File: src/rtl/priority_encoder_8to3_seq.sv
// Registered 8-to-3 request encoder: rising edges on a0..a7 become sticky pending bits,
// served one index at a time over a valid/ack handshake. Define ROUND_ROBIN_EN for rotating priority.
module priority_encoder_8to3_seq #(
    parameter int unsigned ACK_TIMEOUT = 15
) (
    input  logic clk,
    input  logic rst_n,
    input  logic a0,
    input  logic a1,
    input  logic a2,
    input  logic a3,
    input  logic a4,
    input  logic a5,
    input  logic a6,
    input  logic a7,
    input  logic ack,
    output logic z0,
    output logic z1,
    output logic z2,
    output logic valid,
    output logic err
);

    localparam int unsigned N_REQ   = 8;
    localparam int unsigned IDX_W   = 3;
    localparam int unsigned CNT_RAW = $clog2(ACK_TIMEOUT + 1);
    localparam int unsigned CNT_W   = (ACK_TIMEOUT == 0) ? 4 : ((CNT_RAW < 1) ? 1 : CNT_RAW);
    localparam logic [CNT_W-1:0] CNT_MAX  = '1;
    localparam logic [CNT_W-1:0] CNT_LAST = (ACK_TIMEOUT == 0) ? '0 : CNT_W'(ACK_TIMEOUT - 1);

    typedef enum logic {
        IDLE    = 1'b0,
        PRESENT = 1'b1
    } state_e;

    state_e              state_q, state_d;
    logic [N_REQ-1:0]    pending_q, pending_d;
    logic [N_REQ-1:0]    a_prev_q, a_prev_d;
    logic [CNT_W-1:0]    count_q, count_d;
    logic [IDX_W-1:0]    z_q, z_d;
    logic                valid_q, valid_d;
    logic                err_q, err_d;

    logic [N_REQ-1:0]    a_vec;
    logic [N_REQ-1:0]    rise;
    logic [N_REQ-1:0]    clr;
    logic [IDX_W-1:0]    sel;

    assign a_vec = {a7, a6, a5, a4, a3, a2, a1, a0};
    assign rise  = a_vec & ~a_prev_q;

`ifdef ROUND_ROBIN_EN
    logic [IDX_W-1:0]    last_q, last_d;
    logic [IDX_W-1:0]    cand;

    // Search last-1 down to last (mod 8); the smallest offset found wins.
    always_comb begin
        sel  = '0;
        cand = '0;
        for (int d = N_REQ; d >= 1; d--) begin
            cand = last_q - IDX_W'(d);
            if (pending_q[cand]) begin
                sel = cand;
            end
        end
    end
`else
    // Fixed priority: highest set index wins.
    always_comb begin
        sel = '0;
        for (int i = 0; i < N_REQ; i++) begin
            if (pending_q[i]) begin
                sel = IDX_W'(i);
            end
        end
    end
`endif

    always_comb begin
        state_d  = state_q;
        z_d      = z_q;
        valid_d  = valid_q;
        err_d    = 1'b0;
        count_d  = count_q;
        clr      = '0;
        a_prev_d = a_vec;
`ifdef ROUND_ROBIN_EN
        last_d   = last_q;
`endif
        case (state_q)
            IDLE: begin
                valid_d = 1'b0;
                if (pending_q != '0) begin
                    z_d     = sel;
                    valid_d = 1'b1;
                    count_d = '0;
                    state_d = PRESENT;
                end
            end
            PRESENT: begin
                if (ack) begin
                    clr[z_q] = 1'b1;
                    valid_d  = 1'b0;
                    state_d  = IDLE;
`ifdef ROUND_ROBIN_EN
                    last_d   = z_q;
`endif
                end else if ((ACK_TIMEOUT != 0) && (count_q == CNT_LAST)) begin
                    valid_d  = 1'b0;
                    err_d    = 1'b1;
                    state_d  = IDLE;
`ifdef ROUND_ROBIN_EN
                    last_d   = z_q;
`endif
                end else if (count_q != CNT_MAX) begin
                    count_d  = count_q + 1'b1;
                end
            end
            default: begin
                state_d = IDLE;
                valid_d = 1'b0;
            end
        endcase
        // A fresh edge on the served line in the ack cycle re-arms it.
        pending_d = (pending_q & ~clr) | rise;
    end

    always_ff @(posedge clk or negedge rst_n) begin
        if (!rst_n) begin
            state_q   <= IDLE;
            pending_q <= '0;
            a_prev_q  <= '0;
            count_q   <= '0;
            z_q       <= '0;
            valid_q   <= 1'b0;
            err_q     <= 1'b0;
`ifdef ROUND_ROBIN_EN
            last_q    <= '0;
`endif
        end else begin
            state_q   <= state_d;
            pending_q <= pending_d;
            a_prev_q  <= a_prev_d;
            count_q   <= count_d;
            z_q       <= z_d;
            valid_q   <= valid_d;
            err_q     <= err_d;
`ifdef ROUND_ROBIN_EN
            last_q    <= last_d;
`endif
        end
    end

    assign z0    = z_q[0];
    assign z1    = z_q[1];
    assign z2    = z_q[2];
    assign valid = valid_q;
    assign err   = err_q;

endmodule

File: config.mk
export PLATFORM = sky130hd
export DESIGN_NAME = priority_encoder_8to3_seq
export DESIGN_NICKNAME = d
export VERILOG_FILES = /design/src/rtl/priority_encoder_8to3_seq.sv
export SDC_FILE = /design/constraint.sdc
export NUM_CORES = 1
export LEC_CHECK = 0
export BUFFER_PORTS_ARGS = -buffer_cell sky130_fd_sc_hd__clkbuf_2
export CORE_MARGIN = 10
export CORE_UTILIZATION = 58
export DETAILED_ROUTE_END_ITERATION = 10
export GPL_ROUTABILITY_DRIVEN = 0
export HOLD_SLACK_MARGIN = 0.12
export PLACE_DENSITY = 0.87
export SLEW_MARGIN = 25
export SYNTH_ARGS = -nofsm -noshare
export SYNTH_HDL_FRONTEND = slang
export SYNTH_SLANG_ARGS = --single-unit
File: constraint.sdc
create_clock -name clk -period 3 [get_ports clk]
set_input_delay 0.45 -clock clk [delete_from_list [all_inputs] [get_ports clk]]
set_output_delay 0.45 -clock clk [all_outputs]
set_load 0.01 [all_outputs]
# Word-level counts from Yosys, hierarchy flattened
# Cells that the tools add are included.
[word_totals]
register_bits = 26
out_inout_bits = 5
[op_classes]
reduce_logical = 4
eq_ne = 7
n_addsub = 1
n_mux = 26
order_cmp = 2
bitwise_logic = 6
[ops]
columns = ["op", "count"]
rows = [
  ["$and 8x8->8", 2],
  ["$mux 4", 4],
  ["$mux 8", 2],
  ["$not 8->8", 2],
  ["$mux 3", 5],
  ["$mux 1", 10],
  ["$or 8x8->8", 1],
  ["$pmux 4 s2", 1],
  ["$reduce_bool 8->1", 1],
  ["$ne 2x2->1 const B", 3],
  ["$add 4x1->4 const B", 1],
  ["$eq 4x4->1 const B", 1],
  ["$lt 3x4->1 const B", 1],
  ["$ne 4x4->1 const B", 1],
  ["$pmux 1 s2", 2],
  ["$reduce_and 4->1", 1],
  ["$demux 1 s3", 1],
  ["$ge 3x1->1 const B", 1],
  ["$ne 3x2->1 const B", 1],
  ["$mux 2", 1],
  ["$ne 2x1->1 const B", 1],
  ["$reduce_and 2->1", 1],
  ["$logic_and 1x1->1", 1],
  ["$not 1->1", 1],
]

# Depth between registers and ports, before layout
[logic_depth]
word_depth = 9
depth_mapped = 6

# Least setup slack after synthesis
# No wires, ideal clock.
[synth_timing]
path_kind = "register to register"
startpoint = "register count_q[0]"
endpoint = "register count_q[3]"
path_buffers = 0
stages_incl_launch_ff = 6
setup_slack_ns = 1.575
setup_ns = 0.126
t_arrival_ns = 1.299
path_cell_list = "dfrtp_1 -> ha_1 -> o211a_1 -> nor3_1 -> xnor2_1 -> mux2i_1"
[synth_via]
elab_chain_cells = 5
word_cells_on_any_way = 10
cone_classes = "1 x add/sub; 4 x eq/ne; 4 x mux; 1 x reduce/logical"
[synth_lines]
columns = ["item", "line_no", "text"]
rows = [
  ["from (decl)", "39", "logic [CNT_W-1:0] count_q, count_d;"],
  ["from (signal assigned)", "144", "count_q <= count_d;"],
  ["$add 4x1->4", "116", "count_d = count_q + 1'b1;"],
  ["$mux 4", "115", "end else if (count_q != CNT_MAX) begin"],
  ["$mux 4", "108", "end else if ((ACK_TIMEOUT != 0) && (count_q == CNT_LAST)) begin"],
  ["$mux 4", "101", "if (ack) begin"],
  ["$pmux 4 s2", "90", "case (state_q)"],
]
# Several ways; a longest one is shown, not always the timed one. The select of a mux whose other input is x is not followed.
# A chain may end at the register's enable or synchronous reset.

# Worst setup path in the final report
# Ends and elaborated chain as after synthesis.

==> impl_metrics.toml <==
[run_status]
status = "finished, final reports clean"

[route]
vias = 825
first_pass_iters = 4
ant_nets = 0
drc = 0
wl_um = 2020
wl_per_cell_um = 14.0
drtIter0Drc = 14
viasPerCell = 5.69

[grt]
track_usage_pct = 10.3
grt_pass1_vias = 876
grt_pass1_wl_um = 3500
grt_max_degree = 27
overflow = 0
antenna_found_initial = 0

[critical_path]
r2r_slack_ps = 1430
worstPathMaxFanout = 5
r2r_cells = 5
reg2reg_from = "count_q[0]"
crit_path_start_kind = "flip-flop"
cp-end-kind = "flip-flop"
worstPathRequired_ps = 3200
worstSetupStartpoint = "count_q[0]"
critPathArrivalTime_ps = 1770
critical_path_class = "flip-flop to flip-flop"
timing.rr.end = "count_q[3]"

[timing]
tns_ps = 0
drv_slew = 0
period_needed_ps = 1570
setup_viol = 0
finalHoldViolCount = 0
fmax_mhz = 636
period_share_pct = 52.4
rsz0062_at_grt = "false"
timing.hold.ws_ps = 98.0
worst_clock_skew_ps = 14.0
relSlewSlack_pct = 60.0
worst_pin_slew_ps = 600

[run]
drv_cap = 0

[synthesis]
async_flop_share_pct = 100
synth-edff-count = 0
ys_seq_area_share_pct = 58.8
netlist.area_leader.share_pct = 58.8
syn-cell-area_mm2 = 0.00111
synth_area_leader_cell = "dfrtp_1"
synth_most_common_cell = "dfrtp_1"
synthCells = 102
ys_seq_elements = 26
synth.avg_cell_area_um2 = 10.9
syn_nets = 115
yosysWarnings = 0
ys_types = 24
ys_top_cells_by_count = "dfrtp_1, o21ai_0, inv_1, nand3_1, nor3_1"
synth.top_cells.by_area = "dfrtp_1, o21ai_0, inv_1"
ys.flop_type = "dfrtp_1"

[placement]
place_inst = 141
io_buffer_count = 15
place_hpwl_um = 1550

[cts]
cts_max_path_buffers = 2
cts_tree = "done"
cts.clk_slew.worst_paths_ps = 140
cts_setup_buffers = 0
cts_resized = 0
cts_made_buffers = 3
cts_hold_buf = 0
numClockSinks = 26
cts_root_buf = "clkbuf_4"
cts_max_level = 1
insertion_delay_ps = 330

[final_layout]
fill_cells = 153
drive_above_1_share_pct = 19.2
area_growth_pct = 13.9
final_nets = 134
stdcell_count = 145
diodes = 0
fin_util_pct = 71.5

[floorplanning]
pin_count = 16
dieArea_mm2 = 0.00406
coreArea_mm2 = 0.00176
die_height_um = 63.7
die_x_um = 63.7
rows = 15
start_util_pct = 62.8

[min_path]
hp-class = "primary input to async pin"

[power]
p_leak_nw = 0.598
ir_worst_vdd_mv = 0.466
power_density_mw_per_mm2 = 786
## per-stage QoR
stage / instance area (µm²) / worst slack (ps) / power, mW
floorplan: 1110 / 1580 / 0.671
global placement: 1210 / 1530 / 0.741
detailed placement: 1210 / 1440 / 0.761
CTS: 1260 / 1410 / 0.995
global route: 1260 / 1350 / 1.05
finish: 1260 / 1430 / 0.991
## worst max path at each step
stage	cells past startpoint	endpoint	slack [ps]
2_1_floorplan	5	count_q[3]	1580
3_3_place_gp	5	count_q[3]	1530
3_5_place_dp	5	count_q[3]	1440
4_1_cts	5	count_q[3]	1410
5_1_grt	5	count_q[3]	1350
6_report	5	count_q[3]	1430
## critical path: stages (launching register included)
cell	delay [ps]
dfrtp_1	450
ha_1	260
o211a_1	270
nor3_1	240
xnor2_1	150
mux2i_1	90
## layout by cell type, fill, tap and decap left out
| master | synthesis | routed |
|---|---|---|
| nand2b_1 | 2 | 2 |
| clkbuf_2 | 0 | 15 |
| a21oi_2 | 1 | 1 |
| bufinv_16 | 0 | 1 |
| nand3b_1 | 1 | 1 |
| a31oi_1 | 1 | 1 |
| or2_1 | 1 | 1 |
| a21oi_1 | 4 | 4 |
| o311ai_0 | 1 | 1 |
| dfrtp_1 | 26 | 26 |
| ha_1 | 2 | 2 |
| clkbuf_4 | 0 | 3 |
| nand3_1 | 6 | 6 |
| xnor2_1 | 2 | 2 |
| o31ai_1 | 2 | 2 |
| mux2i_1 | 2 | 2 |
| inv_1 | 12 | 12 |
| nor2b_1 | 1 | 1 |
| nand2_1 | 3 | 3 |
| o21ai_0 | 18 | 18 |
| nor2_1 | 4 | 4 |
| a21o_2 | 1 | 1 |
| o211a_1 | 1 | 1 |
| nor3_1 | 6 | 6 |
| nor4_4 | 2 | 2 |
| o21a_1 | 2 | 2 |
## final cells by class
class,count,area [µm²],share of cell area (%)
Clock inverter,1,30.0,2.38
Clock buffer,3,22.5,1.79
Inverter,12,45.0,3.57
Timing Repair Buffer,15,75.1,5.95
Tap cell,25,31.3,2.48
Sequential cell,26,651,51.6
Multi-Input combinational cell,63,407,32.2
## where the power goes
part	leakage, nW	switching [mW]	total, mW	internal (mW)
Sequential	0.288	0.114	0.537	0.423
Combinational	0.282	0.115	0.218	0.103
Clock	0.0279	0.101	0.236	0.135
Total	0.598	0.330	0.991	0.661
## cells by family after synthesis
logic type	after synthesis	share of synthesized area, %
simple gates	26	14.6
xor+xnor	2	1.58
flops	26	58.8
fa+ha+maj	2	2.26
mux	2	1.81
buf+inv	13	4.52
compound gates	31	16.5
## sequential cells by signal, indices dropped and copies added (netlist names)
name	flops
z_q	3
count_q	4
a_prev_q	8
state_q	1
err	1
valid	1
pending_q	8
## per-layer routing
metal | routed length [µm] | up-vias | GRT usage, %
met5 | 0 | - | 0
met4 | 22 | 0 | 4.10
met3 | 88 | 3 | 1.94
met1 | 830 | 403 | 9.82
li1 | - | 397 | -
met2 | 1080 | 22 | 20.5
No activity file was read; power rests on OpenSTA's default activity.
